==> config.mk <==
export PLATFORM = sky130hd
export DESIGN_NAME = nes_button_events
export DESIGN_NICKNAME = d
export VERILOG_FILES = /design/src/rtl/nes_pkg.sv /design/src/rtl/nes_evt_fifo.sv /design/src/rtl/nes_button_events.sv
export SDC_FILE = /design/constraint.sdc
export NUM_CORES = 1
export LEC_CHECK = 0
export BUFFER_PORTS_ARGS = -buffer_cell sky130_fd_sc_hd__buf_2
export CORE_UTILIZATION = 64
export DETAILED_ROUTE_END_ITERATION = 7
export PLACE_DENSITY = 0.84
export SLEW_MARGIN = 20
export SYNTH_ARGS = -nofsm -noshare
export SYNTH_HDL_FRONTEND = slang
export SYNTH_SLANG_ARGS = --single-unit
==> constraint.sdc <==
create_clock -name clk -period 6 [get_ports clk]
set_clock_uncertainty 0.1 [all_clocks]
set_input_delay 0.3 -clock clk [delete_from_list [all_inputs] [get_ports clk]]
set_output_delay 0.3 -clock clk [all_outputs]
set_load 0.005 [all_outputs]
==> src/rtl/nes_pkg.sv <==
// Shared constants, event encoding and scanner state for nes_button_events.
// Latency: none, declarations only.
// Backpressure: not applicable.
package nes_pkg;

  // Button vector and index widths
  localparam int NES_BTN_W = 8;
  localparam int NES_IDX_W = 3;

  // Event word layout: {press, idx[2:0]}
  localparam int EVT_W         = 4;
  localparam int EVT_PRESS_BIT = 3;
  localparam int EVT_IDX_LSB   = 0;

  // Button bit indices in nesController shift order
  localparam logic [NES_IDX_W-1:0] BTN_A      = 3'd0;
  localparam logic [NES_IDX_W-1:0] BTN_B      = 3'd1;
  localparam logic [NES_IDX_W-1:0] BTN_SELECT = 3'd2;
  localparam logic [NES_IDX_W-1:0] BTN_START  = 3'd3;
  localparam logic [NES_IDX_W-1:0] BTN_UP     = 3'd4;
  localparam logic [NES_IDX_W-1:0] BTN_DOWN   = 3'd5;
  localparam logic [NES_IDX_W-1:0] BTN_LEFT   = 3'd6;
  localparam logic [NES_IDX_W-1:0] BTN_RIGHT  = 3'd7;

  // Scanner walks the change mask one bit per cycle after each commit
  typedef enum logic {
    ST_IDLE = 1'b0,
    ST_SCAN = 1'b1
  } scan_state_t;

  // Pack a press flag and button index into an event word
  function automatic logic [EVT_W-1:0] make_evt(input logic press,
                                                input logic [NES_IDX_W-1:0] idx);
    logic [EVT_W-1:0] e;
    e = '0;
    e[EVT_PRESS_BIT] = press;
    e[EVT_IDX_LSB +: NES_IDX_W] = idx;
    return e;
  endfunction

endpackage

==> src/rtl/nes_evt_fifo.sv <==
// First-word-fall-through event FIFO with exact occupancy count and drop flag.
// Latency: pushed word is visible at the head the cycle after the push edge.
// Backpressure: a push into a full FIFO without a same-cycle pop is dropped and flagged.
import nes_pkg::*;

module nes_evt_fifo #(
  parameter int DEPTH = 8,
  parameter int W     = EVT_W
) (
  input  logic                   clk_i,
  input  logic                   reset_i,
  input  logic                   push_i,
  input  logic [W-1:0]           push_dat_i,
  input  logic                   pop_i,
  output logic [W-1:0]           head_dat_o,
  output logic                   empty_o,
  output logic                   full_o,
  output logic [$clog2(DEPTH):0] count_o,
  output logic                   drop_o
);

  localparam int AW = $clog2(DEPTH);
  localparam logic [AW:0]   CNT_FULL = (AW+1)'(DEPTH);
  localparam logic [AW:0]   CNT_ONE  = (AW+1)'(1);
  localparam logic [AW-1:0] PTR_ONE  = AW'(1);

  logic [W-1:0]  mem_q [DEPTH];
  logic [AW-1:0] wr_ptr_q;
  logic [AW-1:0] rd_ptr_q;
  logic [AW:0]   count_q;
  logic          do_push;
  logic          do_pop;

  assign empty_o = (count_q == '0);
  assign full_o  = (count_q == CNT_FULL);
  assign count_o = count_q;

  // A pop frees the slot a full-cycle push needs; an empty FIFO cannot pop
  assign do_pop  = pop_i & ~empty_o;
  assign do_push = push_i & (~full_o | do_pop);
  assign drop_o  = push_i & full_o & ~do_pop;

  // Head is forced to zero when empty so stale storage never leaks out
  assign head_dat_o = empty_o ? '0 : mem_q[rd_ptr_q];

  // Storage write; contents need no reset because the head is gated by empty
  always_ff @(posedge clk_i) begin
    if (do_push) begin
      mem_q[wr_ptr_q] <= push_dat_i;
    end
  end

  // Pointer and occupancy bookkeeping; pointers wrap naturally at DEPTH
  always_ff @(posedge clk_i) begin
    if (reset_i) begin
      wr_ptr_q <= '0;
      rd_ptr_q <= '0;
      count_q  <= '0;
    end else begin
      if (do_push) begin
        wr_ptr_q <= wr_ptr_q + PTR_ONE;
      end
      if (do_pop) begin
        rd_ptr_q <= rd_ptr_q + PTR_ONE;
      end
      case ({do_push, do_pop})
        2'b10:   count_q <= count_q + CNT_ONE;
        2'b01:   count_q <= count_q - CNT_ONE;
        default: count_q <= count_q;
      endcase
    end
  end

endmodule

==> src/rtl/nes_button_events.sv <==
// Debounces the NES button vector and queues one event per committed button change.
// Latency: btn_state follows a held input STABLE_CYCLES+1 edges after it is sampled; events follow at commit+1+idx.
// Backpressure: events arriving at a full FIFO are dropped and latch the sticky overflow flag.
// Build option NES_EVT_RELEASE_EN: when defined, releases are queued as well as presses.
import nes_pkg::*;

module nes_button_events #(
  parameter int STABLE_CYCLES = 50000,
  parameter int CNT_W         = 16,
  parameter int FIFO_DEPTH    = 8
) (
  input  logic                        clk,
  input  logic                        reset,
  input  logic [NES_BTN_W-1:0]        btn_n_in,
  output logic [NES_BTN_W-1:0]        btn_state,
  output logic                        evt_valid,
  output logic [EVT_W-1:0]            evt_data,
  input  logic                        evt_pop,
  output logic [$clog2(FIFO_DEPTH):0] evt_count,
  output logic                        overflow,
  input  logic                        clr_overflow
);

  localparam logic [CNT_W-1:0]     CNT_MAX  = CNT_W'(STABLE_CYCLES - 1);
  localparam logic [CNT_W-1:0]     CNT_ONE  = CNT_W'(1);
  localparam logic [NES_IDX_W-1:0] IDX_LAST = NES_IDX_W'(NES_BTN_W - 1);
  localparam logic [NES_IDX_W-1:0] IDX_ONE  = NES_IDX_W'(1);

  // Input and debounce registers
  logic [NES_BTN_W-1:0] s_in_q;
  logic [NES_BTN_W-1:0] cand_q;
  logic [CNT_W-1:0]     cnt_q;

  // Scanner registers
  scan_state_t          state_q;
  logic [NES_IDX_W-1:0] idx_q;
  logic [NES_BTN_W-1:0] chg_q;
  logic [NES_BTN_W-1:0] lvl_q;
  logic [NES_BTN_W-1:0] btn_state_q;

  logic                 overflow_q;
  logic                 commit;
  logic                 scanning;
  logic                 evt_push;
  logic [EVT_W-1:0]     evt_word;
  logic                 fifo_empty;
  logic                 fifo_full;
  logic                 fifo_drop;

  // Invert to active-high and track how long the vector has been stable
  always_ff @(posedge clk) begin
    if (reset) begin
      s_in_q <= '0;
      cand_q <= '0;
      cnt_q  <= '0;
    end else begin
      s_in_q <= ~btn_n_in;
      if (s_in_q != cand_q) begin
        cand_q <= s_in_q;
        cnt_q  <= '0;
      end else if (cnt_q != CNT_MAX) begin
        cnt_q <= cnt_q + CNT_ONE;
      end
    end
  end

  // A stable new vector commits only while idle; during a scan the counter
  // sits saturated so the commit is taken on the first idle cycle
  assign commit   = (cnt_q == CNT_MAX) && (cand_q != btn_state_q) && (state_q == ST_IDLE);
  assign scanning = (state_q == ST_SCAN);

  // Commit the level, latch the change mask, then walk it one index per cycle
  always_ff @(posedge clk) begin
    if (reset) begin
      state_q     <= ST_IDLE;
      idx_q       <= '0;
      chg_q       <= '0;
      lvl_q       <= '0;
      btn_state_q <= '0;
    end else begin
      case (state_q)
        ST_IDLE: begin
          if (commit) begin
            btn_state_q <= cand_q;
            chg_q       <= cand_q ^ btn_state_q;
            lvl_q       <= cand_q;
            idx_q       <= '0;
            state_q     <= ST_SCAN;
          end
        end
        ST_SCAN: begin
          idx_q <= idx_q + IDX_ONE;
          if (idx_q == IDX_LAST) begin
            state_q <= ST_IDLE;
          end
        end
        default: state_q <= ST_IDLE;
      endcase
    end
  end

`ifdef NES_EVT_RELEASE_EN
  // Every changed bit produces an event carrying its new level
  assign evt_push = scanning & chg_q[idx_q];
  assign evt_word = make_evt(lvl_q[idx_q], idx_q);
`else
  // Only presses are reported; the scan still spends one cycle per index
  assign evt_push = scanning & chg_q[idx_q] & lvl_q[idx_q];
  assign evt_word = make_evt(1'b1, idx_q);
`endif

  nes_evt_fifo #(
    .DEPTH (FIFO_DEPTH),
    .W     (EVT_W)
  ) u_fifo (
    .clk_i      (clk),
    .reset_i    (reset),
    .push_i     (evt_push),
    .push_dat_i (evt_word),
    .pop_i      (evt_pop),
    .head_dat_o (evt_data),
    .empty_o    (fifo_empty),
    .full_o     (fifo_full),
    .count_o    (evt_count),
    .drop_o     (fifo_drop)
  );

  // Sticky drop flag; a drop in the same cycle as a clear keeps it set
  always_ff @(posedge clk) begin
    if (reset) begin
      overflow_q <= 1'b0;
    end else if (fifo_drop) begin
      overflow_q <= 1'b1;
    end else if (clr_overflow) begin
      overflow_q <= 1'b0;
    end
  end

  // A dropped event must only ever come from a full FIFO
  a_drop_only_when_full : assert property (@(posedge clk) disable iff (reset) fifo_drop |-> fifo_full);

  assign btn_state = btn_state_q;
  assign evt_valid = ~fifo_empty;
  assign overflow  = overflow_q;

endmodule
* After elaboration in Yosys (flattened, before gate mapping)
Memory sizes are Yosys's and may differ from the RTL's. A register that Yosys moved wholly into a read port is not among the register bits.
Cells that the tools add are included.
Widths: inputs -> output; s select.
** Word-level totals
- Flip-flop bits (word level) :: 63
- Bits in latches :: 0
- Bits in writable memories :: 24
- ROM bits :: 0
- Input bits :: 12
- Logic and storage cells :: 65
- Memories kept :: 1
** Cells by class
- Add/subtract/negate cells :: 6
- Multipliers :: 0
- Divide/modulo/power cells :: 0
- $lt $le $gt $ge :: 1
- Eq/ne operators :: 9
- Shift-type cells :: 0
- Mux-type cells :: 17
- Bitwise gates (word level) :: 13
- Reduce and logical (&&, ||, !) cells :: 7
** Memory list
- u_fifo.mem_q :: words 8, bits a word 3, rd ports 1, clocked after Yosys merged registers in 1, write ports 1, RTL line nes_evt_fifo.sv:27 : logic [W-1:0] mem_q [DEPTH];
** Operators with widths (number)
- $add 16x1->16 const B :: 1
- $eq 16x16->1 const B :: 1
- $ne 16x16->1 const B :: 1
- $ne 8x8->1 :: 2
- $add 3x1->3 const B :: 3
- $mux 3 :: 3
- $mux 1 :: 8
- $not 8->8 :: 1
- $pmux 4 s2 :: 1
- $xor 8x8->8 :: 1
- $and 1x1->1 :: 6
- $bmux 1 s3 :: 2
- $pmux 3 s2 :: 1
- $add 4x1->4 const B :: 1
- $eq 4x4->1 const B :: 1
- $logic_not 4->1 :: 1
- $lt 3x4->1 const B :: 1
- $mux 4 :: 1
- $not 1->1 :: 4
- $reduce_bool 2->1 :: 2
- $sub 4x1->4 const B :: 1
- $eq 3x3->1 const B :: 1
- $eq 2x1->1 const B :: 1
- $eq 2x2->1 const B :: 1
- 6 further kinds :: 7

* Logic depth before layout (Yosys ltp)
Gate-level depths: netlist of the first run.
- Depth after elaboration :: 7
- Gate-level depth with buffers :: 12
- Mapped depth without buffers :: 11

* By module
A second synthesis of the first run with hierarchy kept.
** Second synthesis, totals
- Cells, all modules :: 391
- Area, all modules :: 4320.4 sq um
** By module, submodules not included
- nes_button_events :: instances 1, cells an instance 257, area an instance 2347.3 sq um, sequential area each 1061.0 sq um
- nes_evt_fifo :: instances 1, cells an instance 134, area an instance 1973.1 sq um, sequential area each 1221.2 sq um

* Least setup slack after synthesis of the first run
OpenSTA, ideal clock, no wires.
- Path type :: reg2reg
- Start :: register idx_q[0]
- End :: register u_fifo.count_q[2] (netlist: u_fifo.count_o[2])
- Data arrival time :: 2.605 ns
- Data required time :: 5.829 ns
- Path slack :: 3.224 ns
- Stages on the path, launching flop included :: 12
- Path buffers :: 1
- Period minus slack after synthesis :: 2.776 ns
- Cell sequence :: dfxtp_1 -> mux4_2 -> nor2_1 -> o21ai_1 -> buf_2 -> ha_1 -> xor2_1 -> ha_1 -> a21oi_1 -> xor2_1 -> or3_1 -> a21oi_1
** On the way
- Cells in the longest elaborated chain, start to end :: 7
- Elaborated cells on any way between the ends :: 11
- Classes of those cells :: 2 x eq/ne; 5 x mux; 3 x bitwise; 1 x reduce/logical
** RTL lines
- from (decl) :: RTL line nes_button_events.sv:36 : logic [NES_IDX_W-1:0] idx_q;
- from (signal assigned) :: RTL line nes_button_events.sv:92 : idx_q <= idx_q + IDX_ONE;
- $bmux 1 s3 :: RTL line nes_button_events.sv:108 : assign evt_push = scanning & chg_q[idx_q] & lvl_q[idx_q];
- $mux 1 (not written as such) :: RTL line nes_button_events.sv:108
- $and 1x1->1 :: RTL line nes_button_events.sv:108
- $and 1x1->1 (*) :: RTL line nes_button_events.sv:108
- $and 1x1->1 (*) :: RTL line nes_evt_fifo.sv:40 : assign do_push = push_i & (~full_o | do_pop);
- $eq 2x1->1 or $eq 2x2->1 (tied branches) :: RTL line nes_evt_fifo.sv:66 : case ({do_push, do_pop})
- $pmux 4 s2 or $reduce_bool 2->1 (tied branches)
- to (signal assigned) :: RTL line nes_evt_fifo.sv:67 : 2'b10: count_q <= count_q + CNT_ONE;
- to (signal assigned) :: RTL line nes_evt_fifo.sv:68 : 2'b01: count_q <= count_q - CNT_ONE;
- to (signal assigned) :: RTL line nes_evt_fifo.sv:69 : default: count_q <= count_q;
- to (decl) :: RTL line nes_evt_fifo.sv:30 : logic [AW:0] count_q;
Every way passes the cells marked *; elsewhere a longest branch is shown, timed or not. The select of a mux whose other input is x is not followed.
A chain may end at the register's enable or synchronous reset.

* Final worst setup path of the first run
Same ends and word-level chain as after synthesis.

==> qor.txt, run 1 <==
Final period util: 51.9%
Hold endpoint: overflow
Pwr/cell area: 255 mW/mm²
DP HPWL: 4.22 mm
TritonCTS clock tree: yes
M3 GR Usage: 7.20%
Area of the die: 0.00631 mm²
Number of stages on the worst hold path: 3
Finished Layout Cells: 452
Crit Reg-Reg Endpoint: u_fifo.count_o[2]
Final ANT Viol Nets: 0
Flop and latch count out of synthesis: 90
Maximum buffer depth of the clock tree: 2
Largest net degree at the start of global routing: 53
Leak: 1.53 nW
Mapped Nets: 364
First-pass GRT wire length: 10.6 mm
Setup tns final: 0 ns
Worst Path Max Fanout: 13
Ys flop type: dfxtp_1
Pre-antenna DRT Iters: 4
Ant. Diodes: 0
Slowest Stage Delay on Critical Path: 0.59 ns
Overall Global Routing Usage: 22.5%
Area delta synth->final: 11.3%
Worst Path Required: 6.17 ns
Critical R2R Launch: idx_q[0]
Fin. Hold Viols: 0
Setup bufs post-CTS: 0
Ys Warns: 0
# nets final: 396
I/O pin total: 30
Final wirelength: 6.03 mm
Ys async rst share: 0%
Crit path DAT: 3.29 ns
CP Class: flop to flop
Fin Hold WS: 0.103 ns
Post-synth EDFFs: 24
Synthesized cell area: 0.00384 mm²
Met1 capacity usage during global routing: 26.8%
DRC errors left: 0
Final number of max-transition violations: 0
Post_cts resized: 0
Slowest-stage cell, CP: dfxtp_1
Hold Startpoint: clr_overflow
Die W: 79.4 µm
Clock Sink Count: 90
Crit path cell chain: mux4_2 -> nor2_1 -> o21ai_1 -> ha_1 -> xor2_1 -> ha_1 -> a21oi_1 -> xor2_1 -> or3_1 -> a21oi_1
Inst Count DP: 429
Initial antenna violation count: 0
Crit path time final: 3.12 ns
VDD IR max: 0.000174 V
Final GP Congestion: 0.756
Clock Latency Late Sink: 0.35 ns
Cell accounting for the most synthesized area: dfxtp_1
Worst Setup Start Kind: flop
Total power: 1.09 mW
Final Setup Violations: 0
Status: finished, final reports clean
Vias in the first global route: 2405
WL/cell: 13.3 µm
Hold_buf cts: 8
Via count: 2449
TritonCTS Buffers: 9
Slew margin rel.: 31.4%
GRT overflow: 0
Maxcap violations: 0
H-tree level count: 3
Unrepaired setup endpoints after global routing: no
Synth unique cells: 48
Gr busiest metal: met2
DR vias/cell: 5.42
Top cell type's share of synthesized area: 34.4%
Worst-margin pin slew: 1.03 ns
Worst reg2reg setup slack: 2.88 ns
Total core area: 0.00564 mm²
I/O Buffers: 29
Synthesized area per cell: 11.2 µm²
Crit path capture type: flop
Worst Reg-to-Reg Cells: 10
Initial DRC Count: 114
Reg clk slew, reported paths: 0.08 ns
Layout cells sized above 1: 17.1%
DIE HEIGHT: 79.4 µm
Synth top area cells: dfxtp_1 (34%), edfxtp_1 (19%), nor2_1 (5.7%), xnor2_1 (5.2%), mux4_2 (4.7%)
Mapped Cells: 344
Root buf cell: clkbuf_8
# rows: 27
Met2 Track Usage GR: 37.9%
Register area share after synthesis: 53.2%
Fmax: 321 MHz
Initial Utilization: 68.0%
Worst Hold Class: input port to flop
## sequential cells by signal, indices dropped and copies added (netlist names), 3 cells and up, named ones only
register	flops
btn_state	8
cnt_q	16
u_fifo.rd_ptr_q	3
u_fifo.count_o	4
u_fifo.wr_ptr_q	3
cand_q	8
s_in_q	8
idx_q	3
chg_q	8
u_fifo.mem_q	24
## where the power goes
group | switching (mW) | internal [mW]
Sequential | 0.00420 | 0.624
Clock | 0.195 | 0.238
Combinational | 0.0131 | 0.0139
Total | 0.212 | 0.876
## synthesized netlist by cell type (2+ instances only)
master,count
mux2i_1,15
dfxtp_1,66
nor4bb_1,2
nand4_1,8
a211oi_2,8
and4b_1,2
a21oi_1,9
nor2_1,58
edfxtp_1,24
nor2b_1,10
xor2_1,12
ha_1,8
nand2b_1,8
nor4b_1,3
nor4_1,3
nand3b_1,2
nand2_1,19
buf_1,3
mux4_2,8
xnor2_1,23
clkbuf_1,8
nor3_1,4
nand3_1,11
inv_1,5
o21ai_0,2
## worst max path at each step
stage | startpoint | to | slack, ns | depth (start not counted)
floorplan | idx_q[0] | u_fifo.count_o[2] | 3.22 | 11
detailed placement | idx_q[0] | u_fifo.count_o[2] | 2.91 | 10
global route | idx_q[0] | u_fifo.count_o[2] | 2.59 | 10
CTS | idx_q[0] | u_fifo.count_o[2] | 2.90 | 10
global placement | idx_q[0] | u_fifo.count_o[2] | 3.01 | 10
finish | idx_q[0] | u_fifo.count_o[2] | 2.88 | 10
## layout by cell type (no fill, tap or decap), types with 2 or more instances in the layout
cell type       n
dfxtp_1        66
ha_1            8
o21ai_0         2
nand3b_1        2
clkbuf_8       11
nor2_1         58
edfxtp_1       24
dlygate4sd3_1   8
and4b_1         2
buf_2          29
a21oi_1         9
a211oi_2        8
nor4bb_1        2
inv_1           5
nor4_1          3
mux2i_1        15
xnor2_1        23
mux4_2          8
nor4b_1         3
nor3_1          4
nand2_1        19
xor2_1         12
nor2b_1        10
nand3_1        11
nand4_1         8
nand2b_1        8
## critical path, delay by kind of cell (launching register included)
kind	cells	cell delay (ns)
AO/OA/AOI/OAI	3	0.57
XOR/XNOR	2	0.25
adder cells (fa/ha/maj)	2	0.54
flip-flops	1	0.59
multiplexers	1	0.57
AND/OR/NAND/NOR	2	0.42
## per-layer routing
layer / part of all wire [%] / wire length (µm)
met1: 45 / 2690
met2: 50 / 3040
met3: 4.1 / 245
met4: 0.93 / 56
met5: 0 / 0
## through the flow
stage | util, % | cell area (µm²) | worst slack, ns
floorplan | - | 3840 | 3.22
global placement | 70.4 | 3970 | 3.01
detailed placement | 70.4 | 3970 | 2.91
CTS | 75.7 | 4270 | 2.90
global route | 75.7 | 4270 | 2.59
finish | 75.7 | 4270 | 2.88
## cells by family after synthesis
group                    after synthesis  share of synthesized area (%)
AO/OA/AOI/OAI                         24                           4.99
XOR/XNOR                              35                           7.99
adder cells (fa/ha/maj)                8                           2.61
buffers and inverters                 21                           3.10
flip-flops                            90                           53.2
multiplexers                          25                           9.19
AND/OR/NAND/NOR                      141                           18.9
## layout make-up
type	instances	area, µm²
flip-flops and latches	90	2040
multi-input cells	233	1680
fillers	359	1370
repair buffers	37	225
clock buffers	12	176
well taps	72	90.1
clock inverters	3	43.8
inverters	5	18.8
(Power assumes the default switching activity.)
==> run 2, diff against run 1 <==
CORE_UTILIZATION = 59   (was 64)
PLACE_DENSITY = 0.79   (was 0.84)
clock period = 3.1 ns   (was 6 ns; I/O delays follow)
==> qor.txt, run 2 (synthesized netlist as in run 1, its figures left out) <==
Status: finished, final reports clean
Clock Sink Count: 90
Maxcap violations: 0
Worst setup path startpoint: u_fifo.count_o[0]
Worst Reg-to-Reg Cells: 10
# nets final: 402
Clock Latency Late Sink: 0.35 ns
WL/cell: 14.9 µm
Setup tns final: 0 ns
CP Class: flop to flop
Total core area: 0.00631 mm²
Worst Hold Class: input port to flop
Biggest register: u_fifo.mem_q
CP bufs+invs: 1
Worst-margin pin slew: 0.788 ns
Top Family by Delay on Critical Path: simple AND/OR/NAND/NOR gates
Worst Path Required: 3.28 ns
DR vias/cell: 5.48
Layout cells sized above 1: 18.1%
Slew margin rel.: 46.8%
Post_cts resized: 0
TritonCTS Buffers: 9
Pre-antenna DRT Iters: 4
Pwr/cell area: 480 mW/mm²
Leak: 1.55 nW
Pre-CTS setup slack: 0.383 ns
Crit path time final: 2.74 ns
Initial DRC Count: 102
Overall Global Routing Usage: 22.9%
Total power: 2.07 mW
Worst reg2reg setup slack: 0.36 ns
Die W: 82.7 µm
Final period util: 88.3%
Via count: 2543
Worst Setup Start Kind: flop
Unrepaired setup endpoints after global routing: no
H-tree level count: 3
Initial Utilization: 60.8%
# rows: 29
DRC errors left: 0
Area of the die: 0.00683 mm²
Final number of max-transition violations: 0
Area delta synth->final: 12.4%
Final wirelength: 6.92 mm
Largest register FFs: 24
Slowest-stage cell, CP: nor4_2
Top flop regs: u_fifo.mem_q: 24 flops, cnt_q: 16 flops
Maximum buffer depth of the clock tree: 2
Largest net degree at the start of global routing: 52
Slowest Stage Delay on Critical Path: 0.46 ns
I/O pin total: 30
Critical R2R Launch: u_fifo.count_o[0]
Utilization after layout: 68.3%
Crit Reg-Reg Endpoint: u_fifo.count_o[2]
Vias in the first global route: 2541
Ant. Diodes: 0
Root buf cell: clkbuf_8
Fin. Hold Viols: 0
Crit path cell chain: nor4_2 -> inv_1 -> and2_1 -> ha_1 -> xor2_1 -> ha_1 -> a21oi_1 -> xor2_1 -> or3_1 -> a21oi_1
Crit. path cell count: 10
First-pass GRT wire length: 11.5 mm
Reg clk slew, reported paths: 0.09 ns
Initial antenna violation count: 0
Commonest non-fill, non-tap cell in the layout: dfxtp_1
Crit path DAT: 2.92 ns
Fmax: 365 MHz
DP HPWL: 4.79 mm
TritonCTS clock tree: yes
Final worst setup slack: 0.363 ns
Worst Path Max Fanout: 8
Crit path capture type: flop
I/O Buffers: 29
Final ANT Viol Nets: 0
VDD IR max: 0.000532 V
Critical path capture point: u_fifo.count_o[2]
DIE HEIGHT: 82.7 µm
Final GP Congestion: 0.794
GRT overflow: 0
Final Setup Violations: 0
Area after DPL: 0.00402 mm²
Design Area, Final: 0.00431 mm²
FILL cells: 500
Most frequent cells in the layout: dfxtp_1 (66), nor2_1 (58), buf_2 (29), edfxtp_1 (24), xnor2_1 (23)
==> run 2: timing repair <==
| action | 4_1_cts | 5_1_grt |
|---|---|---|
| endpoints found under the setup margin | 0 | 0 |
| buffers inserted | 0 | 0 |
| hold endpoints to repair | 9 | 0 |
| hold buffers | 9 | 0 |
==> run 2: how the worst min path moves through the flow <==
stage                           start         to  slack, ns  cells after the start
after global routing          evt_pop   overflow       0.26                      4
final                         evt_pop   overflow       0.19                      4
after CTS                     evt_pop   overflow       0.18                      4
after floorplan           btn_n_in[7]  s_in_q[7]       0.12                      1
after detailed placement  btn_n_in[5]  s_in_q[5]       0.21                      2
after global placement    btn_n_in[7]  s_in_q[7]       0.21                      2
==> run 2: final cells by class <==
type                       count  area (µm²)  area share [%]
clock buffer                  11         174            4.03
tap                           77        96.3            2.23
clock inverter                 5        32.5           0.754
timing repair buffer          43         273            6.32
inverter                       5        18.8           0.435
multi-input combinational    233        1680            38.9
sequential                    90        2040            47.3
==> run 2: stage by stage <==
step	cells	hold WS, ns
finish	464	0.190
global route	464	0.255
CTS	464	0.176
detailed placement	439	0.213
global placement	439	0.208
floorplan	344	0.122
==> run 2: power by group <==
group	internal (mW)	switching [mW]	total, mW
Sequential	1.21	0.00860	1.22
Clock	0.388	0.411	0.799
Combinational	0.0284	0.0274	0.0558
==> run 2: per-layer routing <==
metal  vias up  track usage, %  wire length (µm)
li1       1272               -                 -
met1      1232            25.6              2970
met2        33            42.0              3660
met3         6            5.49               215
met4         0            8.28                77
met5         -               0                 0
==> run 2: worst reg2reg max path, cell delays in order, from the launching register on <==
cell and delay (ns):
dfxtp_1 0.39, nor4_2 0.47, inv_1 0.14, and2_1 0.27, ha_1 0.29, xor2_1 0.17, ha_1 0.19, a21oi_1 0.14
xor2_1 0.09, or3_1 0.31, a21oi_1 0.13
==> run 3, diff against run 2 <==
ABC_AREA = 1   (was default)
PLACE_DENSITY = 0.78   (was 0.79)
==> qor.txt, run 3 <==
Status: finished, violations left
Failing checks: design-rule violations
Synthesized cell area: 0.00397 mm²
Most frequent cells in the layout: nor2_1 (100), nand2_1 (84), dfxtp_1 (66), inv_1 (65), buf_2 (29)
Fin. Hold Viols: 0
Mapped Nets: 515
Layout cells sized above 1: 10.0%
CP Class: flop to flop
CP most frequent cell: nand3_1
Worst Setup Start Kind: flop
Post-synth EDFFs: 24
Crit path capture type: flop
Synthesized area per cell: 8.03 µm²
Crit path DAT: 2.86 ns
Unrepaired setup endpoints after global routing: no
Via count: 3169
Ant. Diodes: 0
Synth top area cells: dfxtp_1 (33%), edfxtp_1 (18%), nor2_1 (9.4%), nand2_1 (7.9%), inv_1 (6.1%)
# rows: 29
Maximum buffer depth of the clock tree: 2
Area delta synth->final: 13.1%
Critical R2R Launch: idx_q[0]
Crit path cell chain: inv_1 -> nand3_1 -> nand3_1 -> nand3_1 -> nand2_1 -> nand3_1 -> ha_1 -> xor2_1 -> ha_1 -> a21oi_1 -> xnor2_1 -> o21ai_0 -> inv_1
Setup bufs post-CTS: 0
Final wirelength: 7.55 mm
Slowest Stage Delay on Critical Path: 0.60 ns
Total core area: 0.00642 mm²
Final period util: 87.5%
Adder-cell share of the synthesized area: 2.52%
Slew margin rel.: 67.4%
TritonCTS clock tree: yes
Root buf cell: clkbuf_8
I/O pin total: 30
I/O Buffers: 29
Utilization after layout: 69.9%
Worst Path Required: 3.25 ns
Worst Reg-to-Reg Cells: 13
Critical path capture point: u_fifo.count_o[2]
Flop and latch count out of synthesis: 90
DP HPWL: 5.27 mm
# nets final: 553
Net load switching power: 763 µW
Synth unique cells: 31
Largest register FFs: 24
Commonest non-fill, non-tap cell in the layout: nor2_1
Initial DRC Count: 197
Mux share of post-synthesis cell area: 0%
Mapped Cells: 495
Biggest register: u_fifo.mem_q
VDD IR max: 0.000352 V
Slowest-stage cell, CP: dfxtp_1
Register area share after synthesis: 51.4%
Top flop regs: u_fifo.mem_q: 24 flops, cnt_q: 16 flops
Post-synthesis xor/xnor area fraction: 4.63%
Synth cell count leaders: nor2_1 (100), nand2_1 (84), dfxtp_1 (66)
Largest net degree at the start of global routing: 33
Reg clk slew, reported paths: 0.09 ns
Area of the die: 0.00707 mm²
Worst Hold Class: input port to flop
Pwr/cell area: 617 mW/mm²
Final GP Congestion: 0.809
GRT overflow: 0
H-tree level count: 3
Vias in the first global route: 3002
Worst Path Max Fanout: 16
Die W: 84.1 µm
Ys Warns: 0
Clock Latency Late Sink: 0.35 ns
Logic pwr share: 17.9%
Design Area, Final: 0.00449 mm²
Final Setup Violations: 0
Fmax: 369 MHz
Top cell type's share of synthesized area: 33.3%
Crit path time final: 2.71 ns
Worst reg2reg setup slack: 0.39 ns
Final number of max-transition violations: 0
Initial antenna violation count: 0
Cell accounting for the most synthesized area: dfxtp_1
Final ANT Viol Nets: 0
TritonCTS Buffers: 9
Overall Global Routing Usage: 23.6%
Sequential power share: 47.9%
Synth Area in Simple Gates: 25.9%
Initial Utilization: 61.9%
Most common cell in the netlist: nor2_1
Number of stages on the worst hold path: 4
Worst setup path startpoint: idx_q[0]
Setup tns final: 0 ns
DR vias/cell: 5.15
Area after DPL: 0.00415 mm²
Crit Reg-Reg Endpoint: u_fifo.count_o[2]
Total power: 2.77 mW
Fraction of power spent switching nets: 27.5%
DRC errors left: 4
P_int: 2.01 mW
Maxcap violations: 0
DIE HEIGHT: 84.1 µm
Worst-margin pin slew: 0.488 ns
Leak: 2.03 nW
Largest family of logic cells by synthesized area: simple AND/OR/NAND/NOR gates
Clock Sink Count: 90
Pre-antenna DRT Iters: 6
First-pass GRT wire length: 13.2 mm
Ys flop type: dfxtp_1
WL/cell: 12.3 µm
Ys async rst share: 0%
Clk pwr share: 34.2%
Synth Area in Compound Gates: 7.65%
[run 3: layer usage]
| metal | up-vias | track usage [%] | part of all wire, % |
|---|---|---|---|
| li1 | 1655 | - | - |
| met1 | 1440 | 28.2 | 46 |
| met3 | 17 | 4.06 | 2.4 |
| met2 | 57 | 41.4 | 49 |
| met5 | - | 0 | 0 |
| met4 | 0 | 10.5 | 2.3 |
[run 3: repair_timing]
action,4_1_cts,5_1_grt
gates resized for setup,0,0
hold endpoints to repair,9,0
hold buffers,9,0
[run 3: cell type report]
type	instances	area [µm²]
inverters	65	244
flip-flops and latches	90	2040
fillers	515	1930
clock inverters	3	68.8
repair buffers	39	243
multi-input cells	328	1620
well taps	77	96.3
clock buffers	13	180
[run 3: logic make-up after synthesis]
family,after synthesis
and+or+nand+nor,240
DFF,90
buffers and inverters,77
AOI/OAI and AO/OA,59
xor gates and xnor gates,21
adders and majority gates,8
[run 3: worst min-delay path by stage]
stage                 from        end  slack [ns]
2_1_floorplan  btn_n_in[7]  s_in_q[7]        0.12
3_3_place_gp   btn_n_in[7]  s_in_q[7]        0.21
3_5_place_dp   btn_n_in[7]  s_in_q[7]        0.21
4_1_cts            evt_pop       flop         0.1
5_1_grt              reset  s_in_q[3]        0.13
6_report           evt_pop       flop        0.11
[run 3: power groups by stage]
stage,clock [mW],combinational [mW],sequential [mW]
after floorplan,0,0.369,1.32
after CTS,0.967,0.497,1.32
after global placement,0,0.464,1.35
after global routing,1.01,0.569,1.33
final,0.948,0.496,1.33
after detailed placement,0,0.485,1.35
[run 3: critical path: cells and delay by family, from the launching register on]
kind	cells	cell delay, ns
and+or+nand+nor	5	0.60
DFF	1	0.60
adders and majority gates	2	0.46
xor gates and xnor gates	2	0.41
buffers and inverters	2	0.22
AOI/OAI and AO/OA	2	0.21
[run 3: per-stage QoR]
stage,instances,hold WS [ns],setup slack (ns)
floorplan,495,0.122,0.810
global placement,590,0.206,0.623
detailed placement,590,0.212,0.434
CTS,615,0.0958,0.412
global route,615,0.127,0.105
finish,615,0.110,0.389
